[config.mk]
export PLATFORM = sky130hd
export DESIGN_NAME = a2d_sched_flat
export DESIGN_NICKNAME = d
export VERILOG_FILES = /design/src/rtl/a2d_sched_pkg.sv /design/src/rtl/a2d_sched_if.sv /design/src/rtl/a2d_wdog.sv /design/src/rtl/a2d_sched.sv /design/src/flat_wrapper.sv
export SDC_FILE = /design/constraint.sdc
export NUM_CORES = 1
export LEC_CHECK = 0
export ABC_AREA = 1
export BUFFER_PORTS_ARGS = -buffer_cell sky130_fd_sc_hd__buf_2
export CORE_ASPECT_RATIO = 0.6
export CORE_MARGIN = 2
export CORE_UTILIZATION = 50
export CTS_BUF_LIST = sky130_fd_sc_hd__clkbuf_4
export DETAILED_ROUTE_END_ITERATION = 16
export PLACE_DENSITY = 0.87
export SYNTH_ARGS = -nofsm -noshare
export SYNTH_HDL_FRONTEND = slang
export SYNTH_SLANG_ARGS = --single-unit
[constraint.sdc]
create_clock -name clk -period 1.6 [get_ports clk]
set_input_delay 0.16 -clock clk [delete_from_list [all_inputs] [get_ports clk]]
set_output_delay 0.16 -clock clk [all_outputs]
set_load 0.005 [all_outputs]
[src/rtl/a2d_sched_pkg.sv]
// rtl/a2d_sched_pkg.sv - shared types, widths and command helpers for the A2D round-robin scheduler
package a2d_sched_pkg;

    localparam int RES_W = 12;
    localparam int CMD_W = 16;

    localparam logic [2:0] CH_LFT  = 3'd0;
    localparam logic [2:0] CH_RGHT = 3'd4;
    localparam logic [2:0] CH_BATT = 3'd5;

    typedef enum logic [1:0] {IDLE, CNV, GAP, RD} state_t;
    typedef enum logic [1:0] {PTR_LFT, PTR_RGHT, PTR_BATT} ptr_t;

    function automatic logic [CMD_W-1:0] mk_cmd(input logic [2:0] chnl);
        return {2'b00, chnl, 11'h000};
    endfunction

    function automatic logic [2:0] ptr_chnl(input ptr_t p);
        case (p)
            PTR_RGHT: return CH_RGHT;
            PTR_BATT: return CH_BATT;
            default:  return CH_LFT;
        endcase
    endfunction

    function automatic ptr_t ptr_next(input ptr_t p);
        case (p)
            PTR_LFT:  return PTR_RGHT;
            PTR_RGHT: return PTR_BATT;
            default:  return PTR_LFT;
        endcase
    endfunction

endpackage

[src/rtl/a2d_sched_if.sv]
// rtl/a2d_sched_if.sv - core/SPI-master/result signal bundle of the A2D scheduler
interface a2d_sched_if;
    import a2d_sched_pkg::*;

    logic             nxt;
    logic             wrt;
    logic [CMD_W-1:0] cmd;
    logic             done;
    logic [15:0]      rd_data;
    logic [RES_W-1:0] lft_ld;
    logic [RES_W-1:0] rght_ld;
    logic [RES_W-1:0] batt;
    logic [2:0]       upd;
    logic             busy;
    logic             ovrn;
    logic             err;

    modport slave (
        input  nxt, done, rd_data,
        output wrt, cmd, lft_ld, rght_ld, batt, upd, busy, ovrn, err
    );

    modport master (
        output nxt, done, rd_data,
        input  wrt, cmd, lft_ld, rght_ld, batt, upd, busy, ovrn, err
    );

endinterface

[src/rtl/a2d_wdog.sv]
// rtl/a2d_wdog.sv - per-transaction timeout counter; expire fires when the budget runs out
module a2d_wdog #(
    parameter int unsigned TIMEOUT_CYC = 1024
) (
    input  logic clk,
    input  logic rst,
    input  logic clr,
    input  logic run,
    output logic expire
);

    localparam int CNT_W = (TIMEOUT_CYC > 2) ? $clog2(TIMEOUT_CYC) : 1;

    logic [CNT_W-1:0] r_cnt;

    always_ff @(posedge clk) begin
        if (rst || clr) begin
            r_cnt <= '0;
        end else if (run) begin
            r_cnt <= r_cnt + CNT_W'(1);
        end
    end

    assign expire = run && !clr && (r_cnt == CNT_W'(TIMEOUT_CYC - 1));

endmodule

[src/rtl/a2d_sched.sv]
// rtl/a2d_sched.sv - round-robin SPI A2D scheduler (lft/rght/batt); A2D_SCHED_TIMEOUT_EN adds a transaction watchdog
module a2d_sched
    import a2d_sched_pkg::*;
#(
    parameter int unsigned TIMEOUT_CYC = 1024
) (
    input  logic         clk,
    input  logic         rst,
    a2d_sched_if.slave   sif
);

    state_t           r_state, w_state_nxt;
    ptr_t             r_ptr, w_ptr_nxt;
    logic             r_wrt, w_wrt_nxt;
    logic [CMD_W-1:0] r_cmd, w_cmd_nxt;
    logic [RES_W-1:0] r_lft, w_lft_nxt;
    logic [RES_W-1:0] r_rght, w_rght_nxt;
    logic [RES_W-1:0] r_batt, w_batt_nxt;
    logic [2:0]       r_upd, w_upd_nxt;
    logic             r_ovrn, w_ovrn_nxt;
    logic             r_err, w_err_nxt;
    logic             w_expire;
    logic             w_unused_rd;

    assign w_unused_rd = ^sif.rd_data[15:12];

`ifdef A2D_SCHED_TIMEOUT_EN
    a2d_wdog #(.TIMEOUT_CYC(TIMEOUT_CYC)) u_wdog (
        .clk    (clk),
        .rst    (rst),
        .clr    (r_wrt),
        .run    ((r_state == CNV) || (r_state == RD)),
        .expire (w_expire)
    );
`else
    localparam int unsigned UNUSED_TIMEOUT_CYC = TIMEOUT_CYC;
    assign w_expire = 1'b0;
`endif

    always_ff @(posedge clk) begin
        if (rst) begin
            r_state <= IDLE;
            r_ptr   <= PTR_LFT;
            r_wrt   <= 1'b0;
            r_cmd   <= '0;
            r_lft   <= '0;
            r_rght  <= '0;
            r_batt  <= '0;
            r_upd   <= '0;
            r_ovrn  <= 1'b0;
            r_err   <= 1'b0;
        end else begin
            r_state <= w_state_nxt;
            r_ptr   <= w_ptr_nxt;
            r_wrt   <= w_wrt_nxt;
            r_cmd   <= w_cmd_nxt;
            r_lft   <= w_lft_nxt;
            r_rght  <= w_rght_nxt;
            r_batt  <= w_batt_nxt;
            r_upd   <= w_upd_nxt;
            r_ovrn  <= w_ovrn_nxt;
            r_err   <= w_err_nxt;
        end
    end

    always_comb begin
        w_state_nxt = r_state;
        w_ptr_nxt   = r_ptr;
        w_wrt_nxt   = 1'b0;
        w_cmd_nxt   = r_cmd;
        w_lft_nxt   = r_lft;
        w_rght_nxt  = r_rght;
        w_batt_nxt  = r_batt;
        w_upd_nxt   = 3'b000;
        w_ovrn_nxt  = sif.nxt && (r_state != IDLE);
        w_err_nxt   = r_err;
        case (r_state)
            IDLE: begin
                if (sif.nxt) begin
                    w_wrt_nxt   = 1'b1;
                    w_cmd_nxt   = mk_cmd(ptr_chnl(r_ptr));
                    w_state_nxt = CNV;
                end
            end
            CNV: begin
                if (sif.done) begin
                    w_state_nxt = GAP;
                end else if (w_expire) begin
                    w_state_nxt = IDLE;
                    w_ptr_nxt   = ptr_next(r_ptr);
                    w_err_nxt   = 1'b1;
                end
            end
            GAP: begin
                w_wrt_nxt   = 1'b1;
                w_state_nxt = RD;
            end
            RD: begin
                if (sif.done) begin
                    case (r_ptr)
                        PTR_RGHT: begin
                            w_rght_nxt = sif.rd_data[RES_W-1:0];
                            w_upd_nxt  = 3'b010;
                        end
                        PTR_BATT: begin
                            w_batt_nxt = sif.rd_data[RES_W-1:0];
                            w_upd_nxt  = 3'b100;
                        end
                        default: begin
                            w_lft_nxt  = sif.rd_data[RES_W-1:0];
                            w_upd_nxt  = 3'b001;
                        end
                    endcase
                    w_ptr_nxt   = ptr_next(r_ptr);
                    w_state_nxt = IDLE;
                end else if (w_expire) begin
                    w_state_nxt = IDLE;
                    w_ptr_nxt   = ptr_next(r_ptr);
                    w_err_nxt   = 1'b1;
                end
            end
            default: w_state_nxt = IDLE;
        endcase
    end

    assign sif.wrt     = r_wrt;
    assign sif.cmd     = r_cmd;
    assign sif.lft_ld  = r_lft;
    assign sif.rght_ld = r_rght;
    assign sif.batt    = r_batt;
    assign sif.upd     = r_upd;
    assign sif.busy    = (r_state != IDLE);
    assign sif.ovrn    = r_ovrn;
    assign sif.err     = r_err;

endmodule

[src/flat_wrapper.sv]
// flat-port wrapper written by rule: the top's interface ports become plain ports
module a2d_sched_flat import a2d_sched_pkg::*;
#(
    parameter int unsigned TIMEOUT_CYC = 1024
)
  (clk, rst, sif_nxt, sif_done, sif_rd_data, sif_wrt, sif_cmd, sif_lft_ld, sif_rght_ld, sif_batt, sif_upd, sif_busy, sif_ovrn, sif_err);
  a2d_sched_if sif_i ();
  input  logic clk;
  input  logic rst;
  input wire logic [$bits(sif_i.nxt)-1:0] sif_nxt;
  input wire logic [$bits(sif_i.done)-1:0] sif_done;
  input wire logic [$bits(sif_i.rd_data)-1:0] sif_rd_data;
  output wire logic [$bits(sif_i.wrt)-1:0] sif_wrt;
  output wire logic [$bits(sif_i.cmd)-1:0] sif_cmd;
  output wire logic [$bits(sif_i.lft_ld)-1:0] sif_lft_ld;
  output wire logic [$bits(sif_i.rght_ld)-1:0] sif_rght_ld;
  output wire logic [$bits(sif_i.batt)-1:0] sif_batt;
  output wire logic [$bits(sif_i.upd)-1:0] sif_upd;
  output wire logic [$bits(sif_i.busy)-1:0] sif_busy;
  output wire logic [$bits(sif_i.ovrn)-1:0] sif_ovrn;
  output wire logic [$bits(sif_i.err)-1:0] sif_err;
  assign sif_i.nxt = sif_nxt;
  assign sif_i.done = sif_done;
  assign sif_i.rd_data = sif_rd_data;
  assign sif_wrt = sif_i.wrt;
  assign sif_cmd = sif_i.cmd;
  assign sif_lft_ld = sif_i.lft_ld;
  assign sif_rght_ld = sif_i.rght_ld;
  assign sif_batt = sif_i.batt;
  assign sif_upd = sif_i.upd;
  assign sif_busy = sif_i.busy;
  assign sif_ovrn = sif_i.ovrn;
  assign sif_err = sif_i.err;
  a2d_sched #(.TIMEOUT_CYC(TIMEOUT_CYC)) u_core (.clk(clk), .rst(rst), .sif(sif_i));
endmodule
==> results of run 1 <==
[worst min path at each step]
| stage | cells after the start | slack, ps | endpoint | from |
|---|---|---|---|---|
| after floorplan | 1 | 230 | u_core.sif.wrt | rst |
| after global placement | 2 | 360 | u_core.sif.wrt | rst |
| after detailed placement | 2 | 360 | u_core.sif.wrt | rst |
| after CTS | 3 | 30 | u_core.sif.ovrn | sif_nxt |
| after global routing | 3 | 40 | u_core.sif.rght_ld[3] | sif_rd_data[3] |
| final | 3 | 50 | u_core.sif.rght_ld[5] | sif_rd_data[5] |
[per-stage QoR]
| stage | utilization (%) | setup slack (ps) |
|---|---|---|
| 2_1_floorplan | - | 300 |
| 3_3_place_gp | 59.6 | 183 |
| 3_5_place_dp | 59.6 | 145 |
| 4_1_cts | 61.9 | 116 |
| 5_1_grt | 61.9 | 5.50 |
| 6_report | 61.9 | 108 |
[state kept, by name, summed over array words and instances (netlist names), 2 cells and up]
signal              flops
u_core.sif.batt        12
u_core.sif.lft_ld      12
u_core.sif.rght_ld     12
u_core.sif.upd          3
u_core.r_ptr            2
u_core.r_state          2
u_core.sif.cmd          2
[layout make-up]
cell class / count / share of cell area, %
sequential: 47 / 41.1
multi-input combinational: 165 / 35.3
timing repair buffer: 65 / 15.0
inverter: 17 / 2.79
tap: 47 / 2.57
clock buffer: 6 / 1.97
clock inverter: 1 / 1.31
[layer usage]
layer	share of wire (%)	routed length (um)	vias up	global-route usage [%]
met5	0	0	-	0
met4	0.98	42	0	7.94
met3	8.0	342	5	6.46
met2	41	1760	57	28.3
met1	50	2120	714	27.1
li1	-	-	841	-
[Yosys cell counts (all sizes together)]
library cell,n
nor3,1
inv,17
nand3,3
o21ai,41
ha,10
dfxtp,47
conb,1
a21oi,4
nand2,6
nor2,84
clkbuf,3
o22ai,1
buf,22
[power by group]
part / leakage [nW] / switching, mW / internal, mW
Combinational: 0.810 / 0.288 / 0.199
Sequential: 0.380 / 0.0580 / 1.27
Clock: 0.0417 / 0.360 / 0.340
[critical path: cells and delay by family, from the launching register on]
family,cells,cell delay [ps]
DFF,1,380
adders and majority gates,1,370
and+or+nand+nor,2,310
buffers and inverters,2,280
AOI/OAI and AO/OA,1,90
[cell families after synthesis]
kind of cell               share of synthesized area, %
adders and majority gates                          6.39
DFF                                                48.1
AOI/OAI and AO/OA                                  11.8
buffers and inverters                              13.4
other                                             0.192
and+or+nand+nor                                    20.2
==> flow_summary.toml, run 1 <==
[run_status]
status = "finished, final reports clean"

[setup_path]
ff2ff_path_depth = 6
critPathMaxStageDelay_ps = 380
worst-r2r-setup-slack_ps = 110
cp-endpoint = "u_core.sif.lft_ld[1]"
crit_chain = "inv_1 -> ha_1 -> nor2_4 -> buf_4 -> o21ai_0 -> nor2_1"
cp-startpoint = "u_core.r_ptr[0]"
end_kind = "register"
cp_data_required_time_ps = 1900
r2r-start = "u_core.r_ptr[0]"
arrival_ps = 1790
worstReg2RegEnd = "u_core.sif.lft_ld[1]"
critPathSlowestCell = "dfxtp_1"
cp_max_fo = 7
critPathKind = "register to register"
critPathLaunchType = "register"

[timing]
rsz0062_at_grt = "false"
maxSlewViolCount = 0
holdWs_ps = 50.7
finalHoldViolations = 0
period_minus_slack_ps = 1490
finClkSkew_ps = 12.6
setup_viol = 0
setup_tns_ps = 0
max_freq_mhz = 670
fin_crit_sh_pct = 93.3

[layout]
multi_input_area_um2 = 808
area_growth_pct = 16.9
layout_commonest_cell = "nor2_1"
finalInstanceArea_um2 = 2290
num_antenna_cells = 0
final_cell_mix = "78 x nor2_1, 59 x buf_2, 47 x dfxtp_1, 33 x o21ai_0, 15 x conb_1"
nets = 331
drive_gt1_share_pct = 26.9
final_cell_count_no_fill = 348
ff_latch_area_um2 = 941
n_fill_cell = 337

[route]
routed_wl_um = 4270
drtAntennaViolNets = 0
drt_iter0_drc = 61
wl_per_cell_um = 12.3
firstDrtPassIters = 4
vias = 1617
vias_per_cell = 4.65
drc = 0

[synthesis]
avgSynthCellArea_um2 = 8.16
synth_top_area_share_pct = 48.1
ys_types = 21
yosys.area.top_type = "dfxtp_1"
synthesis.area_um2 = 1960
yosysSeqAreaShare_pct = 48.1
syn_inst = 240
synth_area_leaders = "dfxtp_1 48%, nor2_1 15%, o21ai_0 8.4%"
ys_warn_count = 0
ys_seq_elements = 47

[grt]
grt_usage_pct = 19.6
grt_pass1_vias = 1405
grt_pass1_wl_um = 6620
grt_start_max_net_pins = 24
grt-ovfl-total = 0
antenna_found_initial = 0

[floorplanning]
die_h_um = 52.5
num_rows = 17
ioPinCount = 79
die_x_um = 84.8
core_um2 = 3700
dieArea_um2 = 4450
initial_utilization_pct = 52.9

[cts]
cts_made_buffers = 5
cts_resized = 0
cts_tree = "yes"
clk_pin_slew_worst_paths_ps = 140
clkLatencyLatePin_ps = 360
post-cts-setup-buffers = 0
h-tree-depth = 2
cts.sinks = 47
cts-root-buf = "clkbuf_4"
max-clock-path-buffers = 2
hold_buffers = 1

[placement]
place_area_um2 = 2200
portBuffers = 59
hpwl_um = 3060
dp.cells = 340
gp_congestion = 0.804

[power_and_ir_drop]
vdd_drop_max_v = 0.000818
p_total_mw = 2.51
p_leak_nw = 1.23
cellPowerDensity_nw_per_um2 = 1100

[min_path]
min_path_type = "input port to register"

[job]
maxCapViolCount = 0
Note: power is estimated with default switching activity, not from simulation.
==> run 2, diff against run 1 <==
--- a/config.mk
+++ b/config.mk
@@ -5,7 +5,6 @@
 export SDC_FILE = /design/constraint.sdc
 export NUM_CORES = 1
 export LEC_CHECK = 0
-export ABC_AREA = 1
 export BUFFER_PORTS_ARGS = -buffer_cell sky130_fd_sc_hd__buf_2
 export CORE_ASPECT_RATIO = 0.6
 export CORE_MARGIN = 2
==> run 2 against run 1 <==
  * Die area grew 0.95%
  * Wire length grew 4.0%
  * Sequential cell count is the same
  * First-iteration DRC count shrank 44%
  * Fmax shrank 1.2%
  * Largest power group unchanged
  * Sequential share of layout area shrank 0.48 points
  * Via count grew 5.2%
  * Worst hold slack lost 13 ps
  * Combinational power grew 6.8%
  * Clock power is essentially flat
==> flow_summary.toml, run 2 <==
[grt]
antenna_found_initial = 0
grt_pass1_vias = 1509
grt-ovfl-total = 0
grt_pass1_wl_um = 6810
grt_start_max_net_pins = 26
grt_usage_pct = 19.9

[synthesis]
synth_area_leaders = "dfxtp_1 48%, nand2_1 15%, a21oi_1 9.9%"
async_flop_share_pct = 0
synthesis.area_um2 = 1980
yosysSeqAreaShare_pct = 47.6
syn_inst = 234
yosysMostFrequentCell = "nand2_1"
yosys.area.top_type = "dfxtp_1"
synth_edf_count = 0
ys_seq_elements = 47
synth_common_cells = "78 x nand2_1, 47 x dfxtp_1, 39 x a21oi_1"
synth_top_area_share_pct = 47.6
ys_warn_count = 0
synth_flop_cell = "dfxtp_1"
avgSynthCellArea_um2 = 8.45
ys_types = 23

[timing]
finClkSkew_ps = 4.86
setup_viol = 0
finalWorstSetupSlack_ps = 90.5
fin_crit_sh_pct = 94.3
maxSlewViolCount = 0
setup_tns_ps = 0
period_minus_slack_ps = 1510
max_freq_mhz = 662
rsz0062_at_grt = "false"
finalHoldViolations = 0

[setup_path]
cp_max_fo = 6
cp_data_required_time_ps = 1440
critPathKind = "register to output pin"
arrival_ps = 1350
critPathLaunchType = "register"
end_kind = "output pin"

[route]
drt_iter0_drc = 34
wl_met1_um = 2160
firstDrtPassIters = 4
vias_per_cell = 4.99
routed_wl_um = 4440
wl_met3_um = 296
top_layer = "met4"
drc = 0
vias = 1701
drtAntennaViolNets = 0
wl_met2_um = 1950
wl_per_cell_um = 13.0

[cts]
cts_made_buffers = 5
cts_tree = "yes"
cts.sinks = 47
max-clock-path-buffers = 2
h-tree-depth = 2
clk_pin_slew_worst_paths_ps = 130
cts-root-buf = "clkbuf_4"
clkLatencyLatePin_ps = 360

[layout]
final_util_pct = 62.3
num_antenna_cells = 0
nets = 323
final_cell_mix = "78 x nand2_1, 59 x buf_2, 46 x dfxtp_1, 39 x a21oi_1, 15 x conb_1"
area_growth_pct = 17.3
drive_gt1_share_pct = 27.9
layout_commonest_cell = "nand2_1"

[run_status]
status = "finished, final reports clean"

[floorplanning]
die_h_um = 52.7
dieArea_um2 = 4490
die_x_um = 85.2
core_um2 = 3720
initial_utilization_pct = 53.1
ioPinCount = 79
num_rows = 17

[power_and_ir_drop]
p_leak_nw = 1.02
p_total_mw = 2.50
vdd_drop_max_v = 0.000802
cellPowerDensity_nw_per_um2 = 1080

[min_path]
min_path_type = "input port to register"

[placement]
dp_worst_setup_slack_ps = 98.2
hpwl_um = 3110
portBuffers = 59
gp_congestion = 0.775

[job]
maxCapViolCount = 0
run 2: changes by cell type after synthesis, sizes merged, moves of 2 or more:
cell	before	now
nor2	84	4
buf	22	27
nor3b	0	2
and3	0	2
clkbuf	3	1
inv	17	6
o21ai	41	0
nand3	3	6
a21oi	4	42
nand2	6	78
run 2: where the power goes:
part           internal, mW  switching, mW
clock                 0.322          0.375
sequential             1.23         0.0446
combinational         0.210          0.311
run 2: path summary, 6_finish.rpt:
path	startpoint	endpoint	slack [ps]	cells past startpoint
hold / removal	sif_rd_data[8]	u_core.sif.lft_ld[8]	40	3
setup reg to reg	u_core.r_ptr[0]	u_core.sif.lft_ld[10]	140	6
setup / recovery	u_core.r_state[0]	sif_busy	90	4
hold reg to reg	u_core.sif.rght_ld[0]	u_core.sif.rght_ld[0]	460	2
run 2: what timing repair did:
action                     CTS  global route
setup endpoints to repair    0             7
buffers inserted             0             0
gates resized for setup      0             3
hold buffers                 0             0
run 2: layout make-up:
class | count | area (um^2)
Clock buffer | 5 | 37.5
Clock inverter | 3 | 38.8
Fill cell | 350 | 1400
Inverter | 6 | 22.5
Multi-Input combinational cell | 168 | 867
Sequential cell | 47 | 942
Tap cell | 47 | 58.8
Timing Repair Buffer | 65 | 353
run 2: stage by stage:
step	std cells	area [um^2]	hold WS, ps
floorplan	248	2030	296
global placement	332	2230	426
detailed placement	332	2230	427
CTS	340	2310	30.5
global route	341	2320	29.6
finish	341	2320	37.5
run 2: logic make-up after synthesis:
family                   synth area share [%]
buffers and inverters                    11.9
AND/OR/NAND/NOR                          20.6
other                                   0.190
adder cells (fa/ha/maj)                  6.33
AO/OA/AOI/OAI                            13.5
flip-flops                               47.6
run 2: critical path: stages, from the launching register on:
cell     delay (ps)
dfxtp_1         410
inv_1           110
ha_1            290
inv_1            70
buf_2           100
run 2: metal layers:
| layer | up-vias | track usage, % |
|---|---|---|
| li1 | 851 | - |
| met1 | 787 | 25.3 |
| met2 | 58 | 33.5 |
| met3 | 5 | 5.51 |
| met4 | 0 | 5.82 |
| met5 | - | 0 |
==> run 3, diff against run 2 <==
--- a/config.mk
+++ b/config.mk
@@ -7,7 +7,7 @@
 export LEC_CHECK = 0
 export BUFFER_PORTS_ARGS = -buffer_cell sky130_fd_sc_hd__buf_2
 export CORE_ASPECT_RATIO = 0.6
-export CORE_MARGIN = 2
+export CORE_MARGIN = 8
 export CORE_UTILIZATION = 50
 export CTS_BUF_LIST = sky130_fd_sc_hd__clkbuf_4
 export DETAILED_ROUTE_END_ITERATION = 16
==> run 3 against run 2 <==
  * Clock power decreased by 0.6%
  * Fmax down 0.32%
  * First-iteration DRC count is 71% higher
  * Utilization is 0.27 points lower
  * Combinational power is 1% lower
  * Final cell count down 0.29%
  * Global-route usage shrank 4.6 points
  * Sequential share of layout area rose by 0.18 points
  * Critical path type unchanged
  * Largest cell class unchanged
==> flow_summary.toml, run 3 (same netlist as run 2, synthesis figures left out) <==
[run_status]
status = "finished, final reports clean"

[timing]
period_minus_slack_ps = 1510
maxSlewViolCount = 0
fin_crit_sh_pct = 94.6
max_freq_mhz = 660
holdWs_ps = 46.0
slew_headroom_pct = 66.6
setup_tns_ps = 0
setup_viol = 0
finalWorstSetupSlack_ps = 85.6
finalHoldViolations = 0
worst_pin_slew_ps = 501
rsz0062_at_grt = "false"
finClkSkew_ps = 5.00

[cts]
cts-root-buf = "clkbuf_4"
cts_resized = 0
cts.sinks = 47
cts_made_buffers = 5
cts_tree = "yes"
h-tree-depth = 2
clkLatencyLatePin_ps = 360
hold_buffers = 0
post-cts-setup-buffers = 0
clk_pin_slew_worst_paths_ps = 130
max-clock-path-buffers = 2

[layout]
final_cell_mix = "78 x nand2_1, 59 x buf_2, 46 x dfxtp_1, 39 x a21oi_1, 15 x conb_1"
area_growth_pct = 16.8
drive_gt1_share_pct = 27.6
layout_commonest_cell = "nand2_1"
multi_input_area_um2 = 857
num_antenna_cells = 0
nets = 322
final_cell_count_no_fill = 340
ff_latch_area_um2 = 942
n_fill_cell = 366

[power_and_ir_drop]
p_leak_nw = 1.02
cellPowerDensity_nw_per_um2 = 1080
vdd_drop_max_v = 0.000822
p_total_mw = 2.49

[setup_path]
critPathSlowestCell = "dfxtp_1"
cp_data_required_time_ps = 1440
arrival_ps = 1350
ff2ff_path_depth = 5
critPathMaxStageDelay_ps = 370
critPathLaunchType = "register"
critical_path.most_common_cell = "inv_1"
end_kind = "output pin"
worst-r2r-setup-slack_ps = 90
critPathKind = "register to output pin"
cp_max_fo = 6
crit_chain = "inv_1 -> ha_1 -> inv_1 -> buf_2"

[grt]
grt_pass1_vias = 1604
grt_pass1_wl_um = 7940
antenna_found_initial = 0
grt_usage_pct = 15.3
grt-ovfl-total = 0
grt_start_max_net_pins = 26

[min_path]
min_path_cells = 3
min_path_type = "input port to register"

[placement]
dp.cells = 332
portBuffers = 59
gp_congestion = 0.740
dp_worst_setup_slack_ps = 108
hpwl_um = 3580

[route]
drtAntennaViolNets = 0
wl_per_cell_um = 14.0
vias = 1642
vias_per_cell = 4.83
routed_wl_um = 4760
drc = 0
wl_met1_um = 2260
wl_met2_um = 2120
wl_met3_um = 345
drt_iter0_drc = 58
firstDrtPassIters = 4
top_layer = "met4"

[floorplanning]
dieArea_um2 = 6290
ioPinCount = 79
die_x_um = 97.2
num_rows = 17
core_um2 = 3720
initial_utilization_pct = 53.1
die_h_um = 64.7

[job]
maxCapViolCount = 0
[run 3: cell types whose count changed in the layout (fill, tap and decap cells not counted), sizes merged]
cell	before	now
and3b	2	1
[run 3: area by class of cell]
cell class	instances	area share [%]
clock inverters	3	1.68
multi-input cells	167	37.1
well taps	47	2.55
flip-flops and latches	47	40.8
repair buffers	65	15.3
clock buffers	5	1.63
inverters	6	0.975
[run 3: final timing paths]
kind | start | end
setup / recovery | u_core.r_state[1] | sif_busy
hold / removal | sif_rd_data[5] | u_core.sif.batt[5]
setup reg to reg | u_core.r_ptr[0] | u_core.sif.lft_ld[2]
hold reg to reg | u_core.sif.rght_ld[6] | u_core.sif.rght_ld[6]
[run 3: report_power, final]
part / switching (mW) / total, mW / internal, mW
clock: 0.372 / 0.693 / 0.322
combinational: 0.304 / 0.513 / 0.209
sequential: 0.0438 / 1.28 / 1.24
[run 3: worst max-delay path, delay by kind of cell, from the launching register on]
kind / cells / cell delay, ps
buffers and inverters: 3 / 330
DFF: 1 / 370
adders and majority gates: 1 / 290
[run 3: metrics by stage]
| step | cell area [um^2] | utilization (%) |
|---|---|---|
| 2_1_floorplan | 2030 | - |
| 3_3_place_gp | 2230 | 59.9 |
| 3_5_place_dp | 2230 | 59.9 |
| 4_1_cts | 2310 | 61.9 |
| 5_1_grt | 2310 | 62.1 |
| 6_report | 2310 | 62.1 |
[run 3: per-layer routing]
layer | global-route usage, % | up-vias
li1 | - | 839
met2 | 24.1 | 52
met5 | 0 | -
met1 | 18.8 | 743
met4 | 4.57 | 0
met3 | 6.46 | 8
